[src/rtl/pwm_ramp_ctrl.sv]
// Duty-cycle sequencer: accepts a target duty and walks the PWM duty toward it
// by STEP every HOLD_PERIODS PWM periods, updating only on period boundaries.
//
// state | meaning
// IDLE  | duty held, ready for a new target while enabled
// RAMP  | stepping duty toward the latched target on period_start pulses
module pwm_ramp_ctrl #(
    parameter int DW           = 8,
    parameter int STEP         = 1,
    parameter int HOLD_PERIODS = 4,
    parameter int CW           = 8
) (
    input  logic          clk,
    input  logic          reset,
    input  logic          enable,
    input  logic          period_start,
    input  logic          tgt_valid,
    input  logic [DW-1:0] tgt_duty,
    output logic          tgt_ready,
    output logic [DW-1:0] duty,
    output logic          pwm_en,
    output logic          busy,
    output logic          done
);

    typedef enum logic {
        IDLE = 1'b0,
        RAMP = 1'b1
    } state_t;

    localparam logic [DW:0]   STEP_W    = (DW+1)'(STEP);
    localparam logic [CW-1:0] HOLD_LAST = CW'(HOLD_PERIODS - 1);

    state_t        state, state_nxt;
    logic [CW-1:0] cnt, cnt_nxt;
    logic [DW-1:0] tgt_q, tgt_nxt;
    logic [DW-1:0] duty_nxt, duty_step, diff_dn;
    logic [DW:0]   sum_up;
    logic          done_nxt, busy_nxt;
    logic          accept, step_now;

    assign accept   = tgt_valid & tgt_ready & enable & (state == IDLE);
    assign step_now = (state == RAMP) & period_start & (cnt == HOLD_LAST);

    // Saturating step toward the target: the up-sum carries an extra bit so it
    // cannot wrap, and the down path only subtracts when the gap exceeds STEP.
    always_comb begin
        sum_up    = {1'b0, duty} + STEP_W;
        diff_dn   = duty - tgt_q;
        duty_step = duty;
        if (tgt_q > duty) begin
            duty_step = (sum_up >= {1'b0, tgt_q}) ? tgt_q : sum_up[DW-1:0];
        end else begin
            duty_step = ({1'b0, diff_dn} <= STEP_W) ? tgt_q : (duty - STEP_W[DW-1:0]);
        end
    end

    always_ff @(posedge clk) begin
        if (reset) begin
            state     <= IDLE;
            cnt       <= '0;
            tgt_q     <= '0;
            duty      <= '0;
            done      <= 1'b0;
            busy      <= 1'b0;
            pwm_en    <= 1'b0;
            tgt_ready <= 1'b0;
        end else begin
            state     <= state_nxt;
            cnt       <= cnt_nxt;
            tgt_q     <= tgt_nxt;
            duty      <= duty_nxt;
            done      <= done_nxt;
            busy      <= busy_nxt;
            pwm_en    <= enable;
            tgt_ready <= (state_nxt == IDLE) & enable;
        end
    end

    always_comb begin
        state_nxt = state;
        if (!enable) begin
            state_nxt = IDLE;
        end else begin
            case (state)
                IDLE: if (accept && (tgt_duty != duty)) state_nxt = RAMP;
                RAMP: if (step_now && (duty_step == tgt_q)) state_nxt = IDLE;
                default: state_nxt = IDLE;
            endcase
        end
    end

    always_comb begin
        cnt_nxt  = cnt;
        tgt_nxt  = tgt_q;
        duty_nxt = duty;
        done_nxt = 1'b0;
        busy_nxt = busy;
        if (!enable) begin
            cnt_nxt  = '0;
            tgt_nxt  = '0;
            duty_nxt = '0;
            busy_nxt = 1'b0;
        end else begin
            case (state)
                IDLE: begin
                    busy_nxt = 1'b0;
                    if (accept) begin
                        tgt_nxt = tgt_duty;
                        cnt_nxt = '0;
                        if (tgt_duty == duty) done_nxt = 1'b1;
                        else                  busy_nxt = 1'b1;
                    end
                end
                RAMP: begin
                    if (period_start) begin
                        if (cnt == HOLD_LAST) begin
                            cnt_nxt  = '0;
                            duty_nxt = duty_step;
                            if (duty_step == tgt_q) begin
                                done_nxt = 1'b1;
                                busy_nxt = 1'b0;
                            end
                        end else begin
                            cnt_nxt = cnt + 1'b1;
                        end
                    end
                end
                default: begin
                    busy_nxt = 1'b0;
                end
            endcase
        end
    end

endmodule

[config.mk]
export PLATFORM = sky130hd
export DESIGN_NAME = pwm_ramp_ctrl
export DESIGN_NICKNAME = d
export VERILOG_FILES = /design/src/rtl/pwm_ramp_ctrl.sv
export SDC_FILE = /design/constraint.sdc
export NUM_CORES = 1
export LEC_CHECK = 0
export BUFFER_PORTS_ARGS = -buffer_cell sky130_fd_sc_hd__buf_2
export CAP_MARGIN = 10
export CORE_MARGIN = 3
export CORE_UTILIZATION = 34
export CTS_CLUSTER_SIZE = 8
export DETAILED_ROUTE_END_ITERATION = 7
export PLACE_DENSITY = 0.58
export SLEW_MARGIN = 20
export SYNTH_ARGS = -nofsm -noshare
export SYNTH_HDL_FRONTEND = slang
export SYNTH_SLANG_ARGS = --single-unit
[constraint.sdc]
create_clock -name clk -period 5 [get_ports clk]
set_clock_uncertainty 0.1 [all_clocks]
set_input_delay 1.25 -clock clk [delete_from_list [all_inputs] [get_ports clk]]
set_output_delay 1.25 -clock clk [all_outputs]
set_load 0.01 [all_outputs]
==> results of run 1 <==
per-stage QoR:
| stage | total power, mW | area (um^2) | instances |
|---|---|---|---|
| 2_1_floorplan | 0.286 | 2370 | 301 |
| 3_3_place_gp | 0.299 | 2520 | 405 |
| 3_5_place_dp | 0.298 | 2520 | 405 |
| 4_1_cts | 0.486 | 2600 | 413 |
| 5_1_grt | 0.505 | 2600 | 413 |
| 6_report | 0.478 | 2600 | 413 |
cell families after synthesis:
family,count (synthesis),synth area share [%]
AND/OR/NAND/NOR,108,22.5
flip-flops,29,24.5
adder cells (fa/ha/maj),20,10.9
XOR/XNOR,31,11.5
AO/OA/AOI/OAI,79,23.3
buffers and inverters,33,6.92
multiplexers,1,0.422
critical path: cells and delay by family (launching register included):
kind / cells / cell delay, ns
buf+inv: 1 / 0.08
simple gates: 4 / 0.66
fa+ha+maj: 1 / 0.29
flops: 1 / 0.60
xor+xnor: 1 / 0.32
compound gates: 7 / 1.71
power by group through the flow:
stage | Clock (mW) | Sequential, mW | Combinational (mW)
2_1_floorplan | 0 | 0.240 | 0.0462
3_3_place_gp | 0 | 0.239 | 0.0594
3_5_place_dp | 0 | 0.239 | 0.0586
4_1_cts | 0.193 | 0.234 | 0.0589
5_1_grt | 0.206 | 0.234 | 0.0649
6_report | 0.185 | 0.234 | 0.0591
cells in the final DEF, fill, tap and decap left out, drive strengths merged, types with 7 or more instances in the layout:
| cell type | n |
|---|---|
| nand3 | 10 |
| dfxtp | 29 |
| inv | 20 |
| xnor2 | 17 |
| nand2 | 37 |
| buf | 24 |
| o21ai | 9 |
| a21oi | 26 |
| nand4 | 7 |
| ha | 19 |
| xor2 | 14 |
| nor2 | 26 |
final timing paths:
check / endpoint / slack (ns) / startpoint
max reg2reg: state / 1.13 / duty[2]
max: state / 1.13 / duty[2]
min: tgt_q[4] / 0.36 / tgt_q[4]
min reg2reg: tgt_q[4] / 0.36 / tgt_q[4]
flip-flops by register name (all words and copies together), names as in the netlist:
name       count
tgt_q          8
duty           8
tgt_ready      1
pwm_en         1
cnt            8
done           1
busy           1
state          1
layer usage:
layer	global-route usage, %	vias up
met3	2.86	7
met2	25.5	67
li1	-	1107
met1	23.5	1013
met5	0	-
met4	5.41	0
final cells by class:
cell class	instances	share of cell area, %
Timing Repair Buffer	24	4.62
Sequential cell	29	22.3
Multi-Input combinational cell	239	62.5
Inverter	20	2.89
Clock inverter	2	0.385
Clock buffer	6	2.79
Tap cell	93	4.48
==> out/summary.log, run 1 <==
INFO  clock_network  cts_hold_repair.buffers=0
INFO  clock_network  post_cts_resize_count=0
INFO  placement      io_buffer_count=24
INFO  setup_path     critPathMaxStageDelay=0.60ns
INFO  yosys          post_synth_most_frequent_cells=nand2_1, dfxtp_1, a21oi_1, nor2_1, inv_1
INFO  die            die_h=89.5um
INFO  clock_network  cts-htree-levels=2
INFO  die            placementRows=29
INFO  clock_network  clk-insertion-delay-late=0.28ns
INFO  power_and_ir_drop pwr_dens=184nW/um^2
INFO  setup_path     setup.worst_path.class=reg -> reg
INFO  global_route   grt_use_total=16.6%
INFO  setup_path     worst_setup_path_end_kind=flip-flop
INFO  clock_network  root_buffer=clkbuf_8
INFO  run            max_cap_violations=0
INFO  power_and_ir_drop sequentialPowerShare=49.0%
INFO  yosys          netlist_area=2370um^2
INFO  yosys          synth_top_area_share=24.5%
INFO  power_and_ir_drop total_leakage_power=1.01nW
INFO  clock_network  number_of_buffers_added_for_setup_after_cts=0
INFO  setup_path     number_of_cell_instances_on_the_worst_register_to_register_path=14
INFO  clock_network  cts_bufs_inserted=5
INFO  yosys          post_syn_instances=301
INFO  setup_path     critical-path-slowest-cell=dfxtp_1
INFO  placement      place_hpwl=4700um
INFO  routing        wl_per_cell=14.9um
INFO  yosys          synth_async_sr_flop_share=0%
INFO  yosys          synth_largest_area_cell=dfxtp_1
INFO  routing        detail_route.wirelength.met1=3010um
INFO  placement      pre_cts_ws=1.16ns
INFO  die            floorplan.initialDensity=36.1%
INFO  routing        detail_route.wirelength=6140um
INFO  cells_and_area multi_input_gate_area=1630um^2
INFO  cells_and_area final.fill_count=710
INFO  hold_path      min-delay-path-class=reg -> reg
INFO  die            core_area=6570um^2
INFO  routing        met2_length=2680um
INFO  timing         setup_ws_final=1.13ns
INFO  die            full_die_area=8010um^2
INFO  yosys          synth_seq_area_share=24.5%
INFO  cells_and_area finalCoreUtilization=39.6%
INFO  die            io_pins=25
INFO  power_and_ir_drop clkPwrFrac=38.7%
INFO  cells_and_area regArea=581um^2
INFO  timing         post-route-period-util=77.4%
INFO  yosys          number_of_library_cell_types_mapped_by_synthesis=52
INFO  setup_path     cp_cell_sequence=nand3_1, nor2_1, nand3_1, xor2_1, inv_1, ha_1, nor2b_1, a311o_1, a211o_1, o22ai_1, o211ai_1, o21a_1, o21a_1, o21a_1
INFO  power_and_ir_drop ir_drop=0.000195V
INFO  clock_network  path_clk_slew=0.07ns
INFO  yosys          synth_most_common_cell=nand2_1
INFO  timing         setup_viol_count_final=0
INFO  global_route   grt_first_pass_wirelength=10400um
INFO  power_and_ir_drop sw_frac_of_total=26.4%
INFO  yosys          syn_nets=334
INFO  setup_path     worst-path-max-fanout=13
INFO  cells_and_area finish.net_count=352
INFO  outcome        run_status=finished, final reports clean
INFO  routing        highest-signal-layer=met4
INFO  power_and_ir_drop net_switching_component_of_the_power=0.126mW
INFO  routing        postRouteAntennaNets=0
INFO  setup_path     critical_path.most_common_cell=o21a_1
INFO  timing         worstMarginPinSlew=0.617ns
INFO  yosys          synth-main-ff-cell=dfxtp_1
INFO  timing         slew-limit-headroom=58.8%
INFO  routing        route.detailed.drc=0
INFO  yosys          synth_enable_flop_cells=0
INFO  timing         count_of_endpoints_failing_hold_in_the_final_timing_report=0
INFO  routing        vias_per_cell=5.31
INFO  clock_network  cts_buffer_depth=2
INFO  global_route   pin_count_of_the_biggest_net_entering_global_routing=20
INFO  power_and_ir_drop power_report.internal_total=0.352mW
INFO  setup_path     crit_path_start_kind=flip-flop
INFO  power_and_ir_drop pwr-share-comb=12.3%
INFO  cells_and_area share_of_layout_cells_above_drive_strength_1=13.1%
INFO  global_route   via_count_of_the_first_global_routing_pass=2059
INFO  hold_path      hold_depth=2
INFO  global_route   grt_remaining_overflow=0
INFO  yosys          synthesis.area_per_instance=7.87um^2
INFO  setup_path     required=5.08ns
INFO  clock_network  tritoncts=built
INFO  clock_network  cts.sink_count=29
INFO  timing         grt_setup_unrepaired=false
INFO  setup_path     worstPathArrival=3.95ns
INFO  routing        drt-pass1-iter-count=4
INFO  cells_and_area flow.area_growth_from_synthesis=9.71%
INFO  timing         hold_slack=0.365ns
INFO  yosys          synth.yosys.warnings=0
INFO  routing        first_iter_violations=164
INFO  cells_and_area num_antenna_cells=0
INFO  placement      gp_congestion=0.865
INFO  timing         finalSetupTns=0ns
INFO  routing        met3WireLength=351um
INFO  global_route   antenna_found_initial=0
INFO  timing         fmaxAchievable=258MHz
INFO  yosys          ys_top_cells_by_area=dfxtp_1, ha_1, xnor2_1
INFO  timing         drv_slew=0
INFO  routing        vias=2194
INFO  yosys          synth.ff_latch_count=29
INFO  die            die_x_extent=89.5um
INFO  timing         fin_crit=3.87ns
Power figures use the tool's default switching activity.
==> inputs of run 2 (changes only) <==
- PLACE_DENSITY: 0.58 -> 0.6
- clock period: 5 -> 3.2 ns (I/O delays scaled with it)
==> out/summary.log, run 2 (synthesized netlist as in run 1, its figures left out) <==
INFO  setup_path     worst-path-max-fanout=7 [was 13]
INFO  cells_and_area finalCoreUtilization=49.4% [was 39.6%]
INFO  timing         worstMarginPinSlew=0.456ns [was 0.617 ns]
INFO  power_and_ir_drop total_leakage_power=1.32nW [was 1.01 nW]
INFO  die            die_x_extent=89.5um [unchanged]
INFO  die            floorplan.initialDensity=36.1% [unchanged]
INFO  placement      pre_cts_ws=-0.0496ns [was 1.16 ns]
INFO  global_route   grt_remaining_overflow=0 [unchanged]
INFO  clock_network  cts-htree-levels=2 [unchanged]
INFO  timing         grt_setup_unrepaired=true [was false]
INFO  routing        detail_route.wirelength=6960um [was 6140 um]
INFO  die            core_area=6570um^2 [unchanged]
INFO  setup_path     setup.worst_path.class=reg -> reg [unchanged]
INFO  global_route   grt.met3_usage=2.30% [was 2.86%]
INFO  cells_and_area layout.cells.most_common_list=buf_4, nand2_1, a21oi_1, buf_2, nor2_1 [was nand2_1, dfxtp_1, nor2_1, a21oi_1, buf_2]
INFO  timing         setup_viol_count_final=1 [was 0]
INFO  cells_and_area flow.area_growth_from_synthesis=37.0% [was 9.71%]
INFO  cells_and_area final.fill_count=632 [was 710]
INFO  global_route   antenna_found_initial=0 [unchanged]
INFO  hold_path      min-delay-path-class=reg -> reg [unchanged]
INFO  routing        route.detailed.drc=0 [unchanged]
INFO  setup_path     critPathMaxStageDelay=0.40ns [was 0.60 ns]
INFO  outcome        failed_checks=negative setup slack
INFO  global_route   grt_first_pass_wirelength=11000um [was 10400 um]
INFO  timing         fmaxAchievable=311MHz [was 258 MHz]
INFO  global_route   grt-busiest-layer=met2 [unchanged]
INFO  global_route   grt_use_total=17.6% [was 16.6%]
INFO  routing        wl_per_cell=15.0um [was 14.9 um]
INFO  run            max_cap_violations=0 [unchanged]
INFO  routing        postRouteAntennaNets=0 [unchanged]
INFO  timing         post-route-period-util=101% [was 77.4%]
INFO  setup_path     critical-path-slowest-cell=dfxtp_4 [was dfxtp_1]
INFO  global_route   via_count_of_the_first_global_routing_pass=2259 [was 2059]
INFO  die            die_h=89.5um [unchanged]
INFO  timing         drv_slew=0 [unchanged]
INFO  global_route   grt.met2_usage=26.8% [was 25.5%]
INFO  clock_network  cts_buffer_depth=2 [unchanged]
INFO  setup_path     worst_setup_path_end_kind=flip-flop [unchanged]
INFO  power_and_ir_drop ir_drop=0.000240V [was 0.000195 V]
INFO  clock_network  cts_hold_repair.buffers=0 [unchanged]
INFO  routing        vias=2443 [was 2194]
INFO  clock_network  root_buffer=clkbuf_8 [unchanged]
INFO  setup_path     critPathTopFamily=compound AO/OA/AOI/OAI gates [unchanged]
INFO  clock_network  cts.sink_count=29 [unchanged]
INFO  global_route   global_route.usage.met1=25.7% [was 23.5%]
INFO  timing         slew-limit-headroom=69.4% [was 58.8%]
INFO  timing         finalSetupTns=-0.0167ns [was 0 ns]
INFO  die            full_die_area=8010um^2 [unchanged]
INFO  setup_path     required=3.27ns [was 5.08 ns]
INFO  setup_path     worstPathArrival=3.29ns [was 3.95 ns]
INFO  timing         setup_ws_final=-0.0167ns [was 1.13 ns]
INFO  clock_network  path_clk_slew=0.07ns [about the same]
INFO  global_route   pin_count_of_the_biggest_net_entering_global_routing=20 [unchanged]
INFO  cells_and_area top_regs=cnt x8, duty x8, tgt_q x8 [unchanged]
INFO  cells_and_area finish.net_count=402 [was 352]
INFO  timing         count_of_endpoints_failing_hold_in_the_final_timing_report=0 [unchanged]
INFO  clock_network  tritoncts=built [unchanged]
INFO  setup_path     worst-path-buf-inv=2 [was 1]
INFO  clock_network  clk-insertion-delay-late=0.28ns [about the same]
INFO  placement      gp_congestion=0.914 [was 0.865]
INFO  routing        drt-pass1-iter-count=4 [unchanged]
INFO  cells_and_area share_of_layout_cells_above_drive_strength_1=35.4% [was 13.1%]
INFO  setup_path     cp_cell_sequence=inv_4, ha_4, fa_2, nor2b_2, or3_4, a31oi_1, a311o_1, o31ai_4, buf_12, a21oi_2, o31ai_4, nand4_1, o21a_1, o21a_1 [was nand3_1, nor2_1, nand3_1, xor2_1, inv_1, ha_1, nor2b_1, a311o_1, a211o_1, o22ai_1, o211ai_1, o21a_1, o21a_1, o21a_1]
INFO  routing        first_iter_violations=155 [was 164]
INFO  timing         fin_crit=3.22ns [was 3.87 ns]
INFO  outcome        run_status=complete, but fails checks [was finished, final reports clean]
INFO  die            placementRows=29 [unchanged]
INFO  power_and_ir_drop pwr_dens=268nW/um^2 [was 184 nW/um^2]
INFO  cells_and_area layout_commonest_cell=buf_4 [was nand2_1]
INFO  power_and_ir_drop design_power_total=0.869mW [was 0.478 mW]
INFO  routing        vias_per_cell=5.28 [was 5.31]
INFO  placement      place_hpwl=5330um [was 4700 um]
INFO  setup_path     crit_path_start_kind=flip-flop [unchanged]
INFO  cells_and_area num_antenna_cells=0 [unchanged]
INFO  clock_network  cts_bufs_inserted=5 [unchanged]
INFO  placement      io_buffer_count=24 [unchanged]
INFO  die            io_pins=25 [unchanged]
-- run 2: cell count changes in the layout (fill, tap and decap cells not counted), moves of 3 or more --
cell / change
dfxtp_1: -7
nor2_1: -3
ha_1: -5
o221ai_1: -4
o221ai_2: +4
ha_4: +4
dfxtp_4: +4
buf_4: +47
dfxtp_2: +3
-- run 2: per-stage QoR --
step | hold WS [ns] | area, um^2 | cells
floorplan | 0.336 | 2460 | 301
global placement | 0.349 | 2930 | 449
detailed placement | 0.355 | 2930 | 449
CTS | 0.364 | 3050 | 457
global route | 0.386 | 3250 | 463
finish | 0.367 | 3250 | 463
-- run 2: cell type report --
cell class	count	area [um^2]	share of cell area (%)
multi-input combinational	240	1820	56.2
timing repair buffer	73	518	16.0
clock buffer	8	111	3.43
sequential	29	599	18.5
inverter	20	77.6	2.39
tap	93	116	3.58
-- run 2: worst paths after layout --
path | cells past startpoint | start | to | slack [ns]
setup / recovery | 14 | duty[0] | state | -0.02
hold / removal | 2 | tgt_q[4] | tgt_q[4] | 0.37
setup reg to reg | 14 | duty[0] | state | -0.02
hold reg to reg | 2 | tgt_q[4] | tgt_q[4] | 0.37
-- run 2: tightest hold or removal path: stages (launching register included) --
cell,delay [ns]
dfxtp_1,0.32
nand2_1,0.05
a21oi_1,0.05
-- run 2: per-layer routing --
metal	vias up	wire, um
li1	1214	-
met1	1139	3450
met2	80	3080
met3	10	328
met4	0	97
met5	-	0
-- run 2: timing repair --
action,in CTS,in global routing
endpoints found under the setup margin,4,5
pin swaps,1,9
buffers inserted,0,4
gates cloned,0,2
resized for setup,3,27
-- run 2: power by group --
part,internal [mW],switching (mW)
registers,0.360,0.00218
logic,0.0670,0.0705
clock network,0.222,0.147
==> inputs of run 3 (changes only) <==
- GPL_TIMING_DRIVEN: not set -> 0
- SKIP_CTS_REPAIR_TIMING: not set -> 1
==> out/summary.log, run 3 (synthesized netlist as in run 1, its figures left out) <==
INFO  timing         post-route-period-util=108% [was 101%]
INFO  power_and_ir_drop net_switching_component_of_the_power=0.238mW [was 0.220 mW]
INFO  global_route   grt_remaining_overflow=0 [unchanged]
INFO  setup_path     crit-reg2reg-capture=state [unchanged]
INFO  die            floorplan.initialDensity=36.1% [unchanged]
INFO  setup_path     number_of_cell_instances_on_the_worst_register_to_register_path=15 [was 14]
INFO  clock_network  cts-htree-levels=2 [unchanged]
INFO  placement      gp_congestion=0.855 [was 0.914]
INFO  power_and_ir_drop ir_drop=0.000289V [was 0.000240 V]
INFO  setup_path     setup.reg_to_reg.worst_slack=-0.25ns [was -0.02 ns]
INFO  power_and_ir_drop clkPwrFrac=42.2% [was 42.5%]
INFO  clock_network  root_buffer=clkbuf_8 [unchanged]
INFO  placement      place_hpwl=4890um [was 5330 um]
INFO  global_route   antenna_found_initial=0 [unchanged]
INFO  timing         drv_slew=0 [unchanged]
INFO  cells_and_area top_regs=cnt x8, duty x8, tgt_q x8 [unchanged]
INFO  timing         grt_setup_unrepaired=true [unchanged]
INFO  timing         slew-limit-headroom=46.5% [was 69.4%]
INFO  global_route   grt_use_total=16.9% [was 17.6%]
INFO  setup_path     crit_path_start_kind=flip-flop [unchanged]
INFO  routing        route.detailed.drc=0 [unchanged]
INFO  power_and_ir_drop design_power_total=0.864mW [was 0.869 mW]
INFO  setup_path     worstPathArrival=3.54ns [was 3.29 ns]
INFO  setup_path     worst_setup_path_end_kind=flip-flop [unchanged]
INFO  power_and_ir_drop pwr-share-comb=15.9% [was 15.8%]
INFO  setup_path     worst-path-max-fanout=6 [was 7]
INFO  timing         fmaxAchievable=289MHz [was 311 MHz]
INFO  die            placementRows=29 [unchanged]
INFO  die            die_x_extent=89.5um [unchanged]
INFO  power_and_ir_drop pwr_dens=282nW/um^2 [was 268 nW/um^2]
INFO  cells_and_area num_antenna_cells=0 [unchanged]
INFO  routing        vias=2403 [was 2443]
INFO  cells_and_area flow.area_growth_from_synthesis=29.3% [was 37.0%]
INFO  run            max_cap_violations=0 [unchanged]
INFO  clock_network  cts.sink_count=29 [unchanged]
INFO  power_and_ir_drop power_report.internal_total=0.627mW [was 0.650 mW]
INFO  timing         setup_viol_count_final=4 [was 1]
INFO  setup_path     required=3.29ns [was 3.27 ns]
INFO  timing         fin_crit=3.45ns [was 3.22 ns]
INFO  timing         hold_slack=0.364ns [was 0.367 ns]
INFO  routing        drt-pass1-iter-count=4 [unchanged]
INFO  die            die_h=89.5um [unchanged]
INFO  placement      io_buffer_count=24 [unchanged]
INFO  global_route   grt_first_pass_wirelength=10500um [was 11000 um]
INFO  cells_and_area layout.cells.most_common_list=nand2_1, nor2_1, a21oi_1, buf_2, dfxtp_1 [was buf_4, nand2_1, a21oi_1, buf_2, nor2_1]
INFO  routing        detail_route.wirelength=6660um [was 6960 um]
INFO  clock_network  tritoncts=built [unchanged]
INFO  die            io_pins=25 [unchanged]
INFO  setup_path     reg2reg_from=duty[0] [unchanged]
INFO  timing         count_of_endpoints_failing_hold_in_the_final_timing_report=0 [unchanged]
INFO  cells_and_area share_of_layout_cells_above_drive_strength_1=28.7% [was 35.4%]
INFO  timing         worstMarginPinSlew=0.795ns [was 0.456 ns]
INFO  power_and_ir_drop sequentialPowerShare=41.9% [was 41.7%]
INFO  timing         finalSetupTns=-0.767ns [was -0.0167 ns]
INFO  cells_and_area finish.net_count=380 [was 402]
INFO  clock_network  cts_bufs_inserted=5 [unchanged]
INFO  clock_network  clk-insertion-delay-late=0.29ns [was 0.28 ns]
INFO  clock_network  path_clk_slew=0.08ns [was 0.07 ns]
INFO  placement      pre_cts_ws=-0.405ns [was -0.0496 ns]
INFO  setup_path     critical_path.endpoint=state [unchanged]
INFO  cells_and_area layout_commonest_cell=nand2_1 [was buf_4]
INFO  routing        postRouteAntennaNets=0 [unchanged]
INFO  global_route   via_count_of_the_first_global_routing_pass=2175 [was 2259]
INFO  hold_path      min-delay-path-class=reg -> reg [unchanged]
INFO  outcome        run_status=complete, but fails checks [unchanged]
INFO  outcome        failed_checks=negative setup slack [unchanged]
INFO  die            full_die_area=8010um^2 [unchanged]
INFO  setup_path     critPathLaunch=duty[0] [unchanged]
INFO  routing        wl_per_cell=15.1um [was 15.0 um]
INFO  clock_network  cts_buffer_depth=2 [unchanged]
INFO  setup_path     setup.worst_path.class=reg -> reg [unchanged]
INFO  timing         setup_ws_final=-0.254ns [was -0.0167 ns]
INFO  global_route   pin_count_of_the_biggest_net_entering_global_routing=12 [was 20]
INFO  die            core_area=6570um^2 [unchanged]
INFO  routing        vias_per_cell=5.45 [was 5.28]
INFO  power_and_ir_drop sw_frac_of_total=27.5% [was 25.3%]
INFO  power_and_ir_drop total_leakage_power=1.21nW [was 1.32 nW]
INFO  routing        first_iter_violations=120 [was 155]
==> run 3: per-stage QoR <==
stage	cells	cell area [um^2]	utilization (%)
final	441	3060	46.6
after global placement	418	2690	41.0
after detailed placement	418	2690	41.0
after CTS	426	2800	42.7
after global routing	441	3060	46.6
after floorplan	301	2460	-
==> run 3: routing by layer <==
metal / global-route usage [%] / vias to the layer above / wire, um
li1: - / 1170 / -
met1: 23.7 / 1125 / 3210
met2: 26.4 / 90 / 2920
met3: 2.58 / 18 / 375
met4: 5.41 / 0 / 152
met5: 0 / - / 0
==> run 3: power groups by stage <==
stage,Combinational (mW),Clock (mW),Sequential [mW]
2_1_floorplan,0.0737,0,0.373
3_3_place_gp,0.104,0,0.372
3_5_place_dp,0.104,0,0.372
4_1_cts,0.105,0.371,0.364
5_1_grt,0.146,0.387,0.362
6_report,0.137,0.365,0.362
==> run 3: final cells by class <==
class,instances,area (um^2)
sequential,29,598
clock buffer,6,93.8
buffer,12,118
clock inverter,2,16.3
fill,666,3500
multi-input combinational,239,1790
timing repair buffer,40,253
tap,93,116
inverter,20,80.1
==> run 3: worst max-delay path, cell delays in order, from the launching register on <==
cell and delay (ns):
dfxtp_4 0.38, buf_8 0.13, inv_6 0.04, ha_4 0.15, fa_2 0.41, nor2b_4 0.14, or3_4 0.14, a31oi_1 0.07
a311o_1 0.32, o31ai_4 0.33, buf_6 0.19, a21oi_4 0.04, o31ai_4 0.24, nand4_1 0.23, o21a_1 0.27, o21a_1 0.16
==> run 3: how the worst min path moves through the flow <==
stage | from | end | slack [ns] | depth (start not counted)
5_1_grt | tgt_q[4] | tgt_q[4] | 0.40 | 2
6_report | tgt_q[4] | tgt_q[4] | 0.36 | 2
2_1_floorplan | tgt_q[4] | tgt_q[4] | 0.34 | 2
3_5_place_dp | tgt_q[4] | tgt_q[4] | 0.35 | 2
4_1_cts | tgt_q[4] | tgt_q[4] | 0.36 | 2
3_3_place_gp | tgt_q[4] | tgt_q[4] | 0.35 | 2
